### src/rtl/cp0.sv
// Coprocessor 0: SR/Cause/EPC/PRId with exception and interrupt arbitration for the M stage.
// Optional Count/Compare timer on IP[15] is enabled by defining CP0_TIMER_EN.
module cp0 #(
  parameter logic [31:0] HANDLER_PC = 32'h0000_4180,
  parameter logic [31:0] PRID       = 32'h4252_0001
) (
  input  logic        clk,
  input  logic        reset,
  input  logic        we,
  input  logic [4:0]  addr,
  input  logic [31:0] wdata,
  output logic [31:0] rdata,
  input  logic [31:0] pc_m,
  input  logic        bd_m,
  input  logic        exc_adel,
  input  logic        exc_ades,
  input  logic        exc_ri,
  input  logic        exc_ov,
  input  logic [5:0]  hw_int,
  input  logic        eret,
  output logic        exc_req,
  output logic [31:0] vector_pc,
  output logic [31:0] epc
);

  localparam logic [4:0] REG_COUNT   = 5'd9;
  localparam logic [4:0] REG_COMPARE = 5'd11;
  localparam logic [4:0] REG_SR      = 5'd12;
  localparam logic [4:0] REG_CAUSE   = 5'd13;
  localparam logic [4:0] REG_EPC     = 5'd14;
  localparam logic [4:0] REG_PRID    = 5'd15;

  logic [5:0]  im;
  logic        exl;
  logic        ie;
  logic        bd;
  logic [4:0]  exc_code;
  logic [5:0]  ip;
  logic        int_req;
  logic        exc_flag;
  logic [4:0]  code_next;
  logic [31:0] epc_next;

`ifdef CP0_TIMER_EN
  logic [31:0] count;
  logic [31:0] compare;
  logic        pending;

  assign ip = {hw_int[5] | pending, hw_int[4:0]};

  // A Compare write in the same cycle as a match clears pending: software acknowledges.
  always_ff @(posedge clk or negedge reset) begin
    if (!reset) begin
      count   <= 32'h0;
      compare <= 32'h0;
      pending <= 1'b0;
    end else begin
      count <= count + 32'd1;
      if (count == compare) pending <= 1'b1;
      if (we && !exc_req) begin
        if (addr == REG_COUNT) count <= wdata;
        if (addr == REG_COMPARE) begin
          compare <= wdata;
          pending <= 1'b0;
        end
      end
    end
  end
`else
  assign ip = hw_int;
`endif

  // IP is live from the pins so an asserted line raises exc_req in the same cycle.
  assign int_req   = ie & ~exl & (|(ip & im));
  assign exc_flag  = exc_adel | exc_ades | exc_ri | exc_ov;
  assign exc_req   = int_req | (~exl & exc_flag);
  assign vector_pc = HANDLER_PC;
  assign epc_next  = (bd_m ? pc_m - 32'd4 : pc_m) & ~32'd3;

  always_comb begin
    code_next = 5'd0;
    if (int_req)       code_next = 5'd0;
    else if (exc_adel) code_next = 5'd4;
    else if (exc_ri)   code_next = 5'd10;
    else if (exc_ov)   code_next = 5'd12;
    else if (exc_ades) code_next = 5'd5;
  end

  // Exception entry takes precedence over both mtc0 and eret in the same cycle.
  always_ff @(posedge clk or negedge reset) begin
    if (!reset) begin
      im       <= 6'h0;
      exl      <= 1'b0;
      ie       <= 1'b0;
      bd       <= 1'b0;
      exc_code <= 5'h0;
      epc      <= 32'h0;
    end else if (exc_req) begin
      exl      <= 1'b1;
      exc_code <= code_next;
      bd       <= bd_m;
      epc      <= epc_next;
    end else begin
      if (we && addr == REG_SR) begin
        im  <= wdata[15:10];
        exl <= wdata[1];
        ie  <= wdata[0];
      end
      if (we && addr == REG_EPC) epc <= wdata;
      if (eret) exl <= 1'b0;
    end
  end

  always_comb begin
    rdata = 32'h0;
    case (addr)
      REG_SR:    rdata = {16'h0, im, 8'h0, exl, ie};
      REG_CAUSE: rdata = {bd, 15'h0, ip, 3'h0, exc_code, 2'h0};
      REG_EPC:   rdata = epc;
      REG_PRID:  rdata = PRID;
`ifdef CP0_TIMER_EN
      REG_COUNT:   rdata = count;
      REG_COMPARE: rdata = compare;
`endif
      default:   rdata = 32'h0;
    endcase
  end

endmodule
### config.mk
export PLATFORM = sky130hd
export DESIGN_NAME = cp0
export DESIGN_NICKNAME = d
export VERILOG_FILES = /design/src/rtl/cp0.sv
export SDC_FILE = /design/constraint.sdc
export NUM_CORES = 1
export LEC_CHECK = 0
export ABC_CLOCK_PERIOD_IN_PS = 2900
export CORE_MARGIN = 1
export CORE_UTILIZATION = 30
export DETAILED_ROUTE_END_ITERATION = 7
export PLACE_DENSITY = 0.68
export RECOVER_POWER = 100
export SLEW_MARGIN = 20
export SYNTH_ARGS = -nofsm -noshare
export SYNTH_HDL_FRONTEND = slang
export SYNTH_SLANG_ARGS = --single-unit
### constraint.sdc
create_clock -name clk -period 2.9 [get_ports clk]
set_input_delay 0.725 -clock clk [delete_from_list [all_inputs] [get_ports clk]]
set_output_delay 0.725 -clock clk [all_outputs]
set_load 0.05 [all_outputs]
* After elaboration in Yosys (flattened, before gate mapping) *
Index checks and enable logic that the tools add are counted.

word-level totals
  bits in registers = 46
  bits of input ports = 84
  output and inout bits = 97
  word-level logic and storage cells = 39

cells by class
  reductions and logical operators = 6
  bitwise logic cells = 10
  equality and inequality tests = 4
  mux-type cells = 12
  add/sub/neg operators = 1

operators by type and width
  cell                                                 count
  one-hot mux 32 bit (4 select lines)                  1
  two-way mux 32 bit                                   3
  subtractor 32 x 3 -> 32 bit, second input constant   1
  equality test 5 x 4 -> 1 bit, second input constant  4
  two-way mux 4 bit                                    3
  bitwise AND 6 bit                                    1
  OR reduction 6 bit                                   1
  two-way mux 5 bit                                    1
  OR 1 bit                                             4
  bitwise AND 1 bit                                    3
  two-way mux 1 bit                                    3
  two-way mux 3 bit                                    1
  nonzero test 3 bit                                   1
  logical AND 1 bit                                    2
  NOT 1 bit                                            2
  AND reduction 2 bit                                  1
  nonzero test 2 bit                                   1

* Longest topological paths before layout *
Gate-level depths: netlist of run 1.

  depth in word-level cells = 7
  mapped depth = 7
  gate-level depth less buffers = 6

* Worst setup path before layout of run 1 *
Ideal clock, no wire load.

  path type = input-to-output
  from = input addr[0]
  to = output rdata[12]
  data arrival time = 2.683 ns
  path buffers = 2
  stages = 5
  path slack = -0.508 ns
  path through = nor4bb_1 clkbuf_1 clkbuf_1 a22oi_1 o21ai_0

between the ends
  word-level cells in the longest chain between the ends = 2

RTL lines
  element                                line  text
  start, declared                        10    input logic [4:0] addr,
  equality test 5 x 4 -> 1 bit           116   case (addr)
  one-hot mux 32 bit (4 select lines) *  116
  end, declared                          12    output logic [31:0] rdata,

Every way passes the cells marked *; elsewhere a longest branch is shown, timed or not.

* Final worst setup path of run 1 *
  from = input exc_adel
  to = output exc_req

between the ends
  word-level cells in the longest chain between the ends = 5

RTL lines
  element                line  text
  start, declared        15    input logic exc_adel,
  OR 1 bit (3 in a row)  75    assign exc_flag = exc_adel | exc_ades | exc_ri | exc_ov;
  bitwise AND 1 bit      76    assign exc_req = int_req | (~exl & exc_flag);
  OR 1 bit               76
  end, declared          21    output logic exc_req,

No other way between the ends.

==> results.json, run 1 <==
{
  "finClkSkew_ns": 0.0136,
  "synth_ff_type": "dfrtp_1",
  "root_buffer": "clkbuf_8",
  "insertedDiodeCount": 0,
  "utilization_pct": 52.5,
  "hold_path_class": "in -> async",
  "synth.distinct_cells": 45,
  "drt-initial-drc-count": 181,
  "rsz0062_at_grt": "yes",
  "top_layer_used": "met4",
  "htree_levels": 2,
  "die_area_um2": 11600,
  "tightestPinTransition_ns": 1.00,
  "period_minus_slack_ns": 2.86,
  "synth_cells": 366,
  "p_leak_nw": 2.40,
  "die_height_um": 108,
  "post-cts-setup-buffers": 0,
  "fmax_mhz": 350,
  "yosys.area_share.simple_pct": 21.5,
  "synthXorXnorAreaFrac_pct": 2.62,
  "syn_to_final_growth_pct": 70.3,
  "synthArstFlopShare_pct": 100,
  "io_pins": 181,
  "initial_utilization_pct": 30.8,
  "holdWs_ns": 0.340,
  "dp_hpwl_um": 9500,
  "synth_top_area_share_pct": 33.7,
  "ys_seq_elements": 45,
  "first_global_vias": 3360,
  "outcome": "complete, no violations",
  "portBuffers": 146,
  "antenna_left": 0,
  "track_usage_pct": 19.9,
  "drc": 0,
  "synth_warnings": 0,
  "vias_per_cell": 5.28,
  "rows": 38,
  "finalSetupViolCount": 0,
  "syn-cell-area_um2": 3340,
  "cts_buffer_depth": 2,
  "synth_top_family_by_area": "simple AND/OR/NAND/NOR gates",
  "hold_violations": 0,
  "avgSynthCellArea_um2": 9.13,
  "cts.sinks": 45,
  "final_nets": 632,
  "ys_seq_area_share_pct": 33.7,
  "p_total_w": 0.00389,
  "register_area_um2": 1130,
  "power_density_nw_per_um2": 683,
  "fin_crit_sh_pct": 98.5,
  "place.gp.congestion": 0.904,
  "grt_max_degree": 39,
  "wl_met1_um": 4980,
  "die_x_um": 108,
  "drive_above_1_share_pct": 24.8,
  "firstDrtPassIters": 4,
  "antenna_found_initial": 0,
  "grt_pass1_wl_um": 17800,
  "synthAdderAreaFrac_pct": 0.374,
  "synth-compound-area-share_pct": 20.4,
  "yosys.area.top_type": "dfrtp_1",
  "wl_met3_um": 866,
  "cts_buffers": 5,
  "yosys-top-cells-area": "dfrtp_1, mux2i_1, buf_4",
  "hold_buffers": 0,
  "crit_path_start_kind": "input pin",
  "cts_tree": "built",
  "multi_input_area_um2": 2030,
  "insertion_delay_ns": 0.30,
  "drt_wl_total_um": 11800,
  "clkTransAtPathRegs_ns": 0.09,
  "synth-edff-count": 0,
  "coreArea_um2": 10800,
  "path_max_fanout": 2,
  "dr_total_vias": 3631,
  "synth.area.mux_share_pct": 9.88,
  "overflow": 0,
  "relSlewSlack_pct": 33.2,
  "crit_type": "in -> out",
  "end_kind": "output port",
  "ir_worst_vdd_v": 0.000393,
  "drv_slew": 0,
  "cp.required_ns": 2.17,
  "wl_per_cell_um": 17.2,
  "wl_met2_um": 5770,
  "max_cap_violations": 0,
  "worst_ep_arrival_time_ns": 2.13,
  "fillers": 970
}
[worst max-delay path: stages]
cell and delay (ns):
clkdlybuf4s50_1 0.44, nor4_2 0.29, buf_4 0.15, buf_4 0.10, a21oi_2 0.06, nand2_1 0.10, inv_1 0.07, buf_4 0.20
[synth_stat cells (2+ instances only)]
library cell and number:
o31ai_1 14, clkbuf_1 25, xor2_1 4, a22o_1 7, inv_1 6, and2_1 5, nand3_1 3, mux2i_1 24
conb_1 2, dfrtp_1 45, a21o_1 5, or4_1 17, or4b_4 2, nand2_1 16, xnor2_1 6, nor4_1 4
or4_4 2, buf_1 2, nor3_1 5, a221oi_1 19, and3_1 33, nor2_1 5, a21oi_1 6, a22oi_1 9
o21ai_0 12, or2_2 5, buf_4 32, a31oi_1 20, mux2_2 8, or3_1 8
[power breakdown]
part / internal [W] / switching [W] / total, W
combinational: 0.000865 / 0.00145 / 0.00231
sequential: 0.000901 / 0.000269 / 0.00117
clock: 0.000171 / 0.000234 / 0.000406
total: 0.00194 / 0.00195 / 0.00389
[flip-flops by register name, indices dropped and copies added (netlist names)]
register	cells
bd	1
epc	32
exc_code	4
exl	1
ie	1
im	6
[path summary, 6_finish.rpt]
check,end,depth (start not counted),slack [ns],startpoint
worst max-delay path,exc_req,8,0.04,exc_adel
worst min register to register,exc_code[0],1,0.51,exc_code[0]
max in group asynchronous,im[0],2,1.22,reset
min in group clk,exc_code[0],1,0.51,exc_code[0]
worst min-delay path,epc[28],1,0.34,reset
worst max register to register,ie,6,1.01,im[5]
[stage by stage]
stage | setup TNS, ns | setup WS [ns] | cells | cell area, µm²
floorplan | -0.0586 | -0.00733 | 396 | 3490
global placement | -5.64 | -0.233 | 679 | 5560
detailed placement | -6.11 | -0.259 | 679 | 5560
CTS | 0 | 0.00615 | 688 | 5690
global route | -0.0293 | -0.0293 | 688 | 5690
finish | 0 | 0.0439 | 688 | 5690
[layout make-up]
type / instances / area share, %
Timing Repair Buffer: 205 / 39.4
Sequential cell: 45 / 19.8
Multi-Input combinational cell: 284 / 35.7
Clock inverter: 3 / 0.374
Tap cell: 140 / 3.08
Clock buffer: 5 / 1.21
Inverter: 6 / 0.396
[cells in the final DEF, fill, tap and decap left out, drive strengths merged, types with 3 or more instances in the layout]
cell / count
clkdlybuf4s50: 107
buf: 91
dfrtp: 45
and3: 33
conb: 32
mux2i: 24
a31oi: 20
a221oi: 19
or4: 19
nand2: 16
o31ai: 14
o21ai: 12
a22oi: 9
or3: 8
mux2: 8
inv: 7
a22o: 7
clkbuf: 7
xnor2: 6
a21oi: 6
nor2: 5
nor3: 5
or2: 5
and2: 5
a21o: 5
xor2: 4
dlygate4sd2: 4
nor4: 4
nand3: 3
or4b: 3
[layer usage]
layer	global-route usage, %	up-vias
met1	26.7	1738
met2	33.4	176
met5	0	-
met3	3.09	12
li1	-	1705
met4	4.31	0
[cell families (layout without fill, tap and decap cells)]
group	count (synthesis)	count (layout)
other cells	2	32
simple gates	114	114
mux	32	32
xor+xnor	10	10
buf+inv	67	219
compound gates	95	95
flops	45	45
fa+ha+maj	1	1
[timing repair]
item	4_1_cts	5_1_grt
gates cloned	1	0
pin swaps	3	1
gates resized for setup	11	2
setup endpoints to repair	32	7
hold endpoints to repair	0	0
(Power assumes the default switching activity.)
==> run 2: changes to the inputs <==
Settings changed: ABC_CLOCK_PERIOD_IN_PS 2900 to 3650, CTS_CLUSTER_DIAMETER set to 60, SETUP_SLACK_MARGIN set to 0.15.
Clock period 2.9 ns to 3.65 ns, I/O delays scaled along.
==> run 2 against run 1 <==
The run now ends with capacitance limit, slew limit left. Via count shrank 3.7%. Clock power down 19%. Die area unchanged. Non-clock buffer count decreased by 36. Sequential power shrank 22%. Routed wire length shrank 0.26%. Sequential cell count did not move. Combinational power shrank 26%. Global-route usage is 0.28 points higher. Highest routed layer unchanged.
==> results.json, run 2 (synthesized netlist as in run 1, its figures left out) <==
{
  "coreArea_um2": 10800,
  "fillers": 1066,
  "holdWs_ns": 0.514,
  "grt_max_degree": 46,
  "relSlewSlack_pct": -67.4,
  "dpl.cell_count": 641,
  "cts.sinks": 45,
  "place.gp.congestion": 0.839,
  "hold_violations": 0,
  "overflow": 0,
  "largest_reg_flops": 32,
  "grt_pass1_wl_um": 18000,
  "finalSetupViolCount": 0,
  "clkTransAtPathRegs_ns": 0.10,
  "top_register": "epc",
  "layout_commonest_cell": "clkdlybuf4s50_1",
  "violations": "capacitance limit, slew limit",
  "antenna_left": 0,
  "fin_tns_setup_ns": 0,
  "max_cap_violations": 1,
  "outcome": "finished, violations left",
  "swShare_pct": 51.8,
  "end_kind": "output port",
  "cts_buffer_depth": 2,
  "cp.required_ns": 2.74,
  "io_pins": 181,
  "hold_buffers": 0,
  "dr_total_vias": 3498,
  "die_height_um": 108,
  "pwr-share-seq_pct": 30.9,
  "ff2ff_setup_slack_ns": 1.16,
  "drc": 0,
  "die_area_um2": 11600,
  "tightestPinTransition_ns": 2.51,
  "internal-power_w": 0.00143,
  "fmax_mhz": 287,
  "rsz0062_at_grt": "no",
  "root_buffer": "clkbuf_8",
  "worst_ep_arrival_time_ns": 2.57,
  "cts_tree": "built",
  "period_minus_slack_ns": 3.48,
  "antenna_found_initial": 0,
  "track_usage_pct": 20.1,
  "path_max_fanout": 10,
  "register_area_um2": 1130,
  "die_x_um": 108,
  "wl_per_cell_um": 18.1,
  "final_cell_mix": "clkdlybuf4s50_1, dfrtp_1, dlygate4sd3_1",
  "power_density_nw_per_um2": 594,
  "p_leak_nw": 2.12,
  "insertedDiodeCount": 0,
  "htree_levels": 2,
  "crit_type": "in -> out",
  "first_global_vias": 3338,
  "clock_power_share_pct": 11.0,
  "p_sw_w": 0.00154,
  "drv_slew": 46,
  "drt-initial-drc-count": 144,
  "initial_utilization_pct": 30.8,
  "cts_buffers": 5,
  "syn_to_final_growth_pct": 49.5,
  "insertion_delay_ns": 0.31,
  "ir_worst_vdd_v": 0.000305,
  "vias_per_cell": 5.37,
  "crit_path_start_kind": "input pin",
  "multi_input_area_um2": 1980,
  "hold_path_class": "reg -> reg",
  "drt_wl_total_um": 11800,
  "final_cells": 652,
  "fin_crit_sh_pct": 95.4,
  "rows": 38,
  "top_regs": "epc (32), im (6), exc_code (4)",
  "portBuffers": 146,
  "drive_above_1_share_pct": 16.0,
  "finClkSkew_ns": 0.0150,
  "p_comb_share_pct": 58.1,
  "final_nets": 596,
  "firstDrtPassIters": 5,
  "dp_hpwl_um": 9100
}
[run 2: power groups by stage]
stage          sequential (W)  combinational [W]  clock, W
3_5_place_dp         0.000929            0.00182         0
4_1_cts              0.000921            0.00183  0.000331
3_3_place_gp         0.000919            0.00180         0
5_1_grt              0.000943            0.00182  0.000353
6_report             0.000915            0.00172  0.000327
2_1_floorplan         0.00145           0.000601         0
[run 2: per-layer routing]
metal / track usage, % / share of wire (%) / up-vias
li1: - / - / 1635
met1: 26.5 / 43 / 1693
met2: 33.7 / 48 / 151
met3: 3.45 / 6.3 / 19
met4: 5.68 / 2.2 / 0
met5: 0 / 0 / -
[run 2: area by class of cell]
type	instances	share of cell area, %
Clock inverter	3	0.501
Multi-Input combinational cell	284	39.7
Clock buffer	5	1.38
Sequential cell	45	22.5
Timing Repair Buffer	169	32.0
Inverter	6	0.451
Tap cell	140	3.51
[run 2: path summary, 6_finish.rpt]
check / startpoint / endpoint / depth (start not counted)
max in group asynchronous: reset / epc[27] / 1
max: addr[2] / rdata[13] / 8
max reg2reg: im[4] / im[1] / 6
min: exc_code[0] / exc_code[0] / 1
min reg2reg: exc_code[0] / exc_code[0] / 1
min in group asynchronous: reset / exl / 1
[run 2: what timing repair did]
action / 4_1_cts / 5_1_grt
setup endpoints to repair: 0 / 13
gates resized for setup: 0 / 4
setup buffers: 0 / 2
[run 2: worst max-delay path: stages]
cell and delay (ns):
clkdlybuf4s50_1 0.47, nor4bb_4 0.27, buf_4 0.18, and2_4 0.16
buf_12 0.13, nand2_1 0.07, o21ai_2 0.08, clkbuf_2 0.30
[run 2: through the flow]
step / cell area (µm²) / power, W / utilization, % / worst slack [ns]
6_report: 5000 / 0.00297 / 46.1 / 0.169
4_1_cts: 5340 / 0.00308 / 49.2 / 0.197
2_1_floorplan: 3480 / 0.00205 / - / 0.125
3_5_place_dp: 5250 / 0.00275 / 48.4 / 0.196
3_3_place_gp: 5250 / 0.00272 / 48.4 / 0.213
5_1_grt: 5000 / 0.00311 / 46.1 / 0.0835
==> variant (settings of run 1) <==
Build with the macro `CP0_TIMER_EN` defined.
--- a/src/rtl/cp0.sv
+++ b/src/rtl/cp0.sv
@@ -1,4 +1,6 @@
 // Coprocessor 0: SR/Cause/EPC/PRId with exception and interrupt arbitration for the M stage.
 // Optional Count/Compare timer on IP[15] is enabled by defining CP0_TIMER_EN.
+`define CP0_TIMER_EN
+
 module cp0 #(
   parameter logic [31:0] HANDLER_PC = 32'h0000_4180,
Formal check against the unedited RTL: not equivalent (Yosys sat finds a counterexample within 4 cycles, from zero or initial values and one cycle with reset low).
==> variant against run 1 <==
Total power is 83% higher. Global-route usage about the same. Via count grew 77%. Non-clock buffer count unchanged. Cell area rose by 59%. Sequential cell count increased by 65. Routed wire length grew 96%. Sequential share of layout area rose by 11 points. Critical path type unchanged. Synthesized area up 110%. Sequential power rose by 140%. Worst setup slack lost 8.5 ps. Register-to-register slack worse by 620 ps.
==> variant: results (changes against run 1) <==
cell area after layout=9070 um2 (was 5690 um2); type of the most critical hold path=flip-flop to flip-flop (was primary input to async pin); Setup WS pre-CTS=-266 ps (was -259 ps); DRT iter0 DRCs=644 (was 181); met3 track demand over resource=0.0276 (was 0.0309); Fill cells=2170 (was 970); Critical Path Max Stage Delay=470 ps (was 440 ps); largest net degree at the start of global routing=42 (was 39); invs w/o clock=5 (was 6); sequential area share after synthesis=0.400 (was 0.337); sequential share of cell area=0.304 (was 0.198); met2 GRT Util=0.330 (was 0.334); peak supply drop=0.451 mV (was 0.393 mV); Clk pwr share=0.177 (was 0.104); area of the core=22600 um2 (was 10800 um2); status=finished clean (unchanged); worst-skew pair later-pin latency=360 ps (was 300 ps); RD Place Congestion=0.889 (was 0.904); vias in the first global route=6098 (was 3360); Cells after Synth=751 (was 366); clkbuf count=13 (was 5); Worst Tran Pin Value=1380 ps (was 1000 ps); WL met3=1330 um (was 866 um); Pint=3.93 mW (was 1.94 mW); clock transition at the registers of the reported paths=70 ps (was 90 ps); Final nets=1002 (was 632); top post-synthesis cells by count=dfrtp_1, nand2_1, xnor2_1 (was dfrtp_1, and3_1, buf_4)
==> variant: what timing repair did <==
| item | in CTS | in global routing |
|---|---|---|
| buffers inserted | 2 | 0 |
| hold buffers | 0 | 0 |
| setup endpoints to repair | 33 | 28 |
| pin swaps | 5 | 6 |
| resized for setup | 17 | 10 |
==> variant: final timing paths <==
check	start	endpoint	slack, ps	cells after the start
max in group asynchronous	reset	compare[8]	520	2
setup reg to reg	im[3]	compare[15]	390	9
setup / recovery	addr[4]	rdata[0]	40	6
hold reg to reg	im[0]	im[0]	520	1
min in group asynchronous	reset	compare[26]	670	1
hold / removal	im[0]	im[0]	520	1
==> variant: logic make-up after synthesis <==
kind of cell             Yosys count
AND/OR/NAND/NOR                  271
AO/OA/AOI/OAI                    145
flip-flops                       110
XOR/XNOR                          87
buffers and inverters             86
multiplexers                      48
adder cells (fa/ha/maj)            2
other                              2
==> variant: critical path: cells and delay by family <==
kind	cells	cell delay, ps
compound gates	1	470
buf+inv	2	440
simple gates	3	500
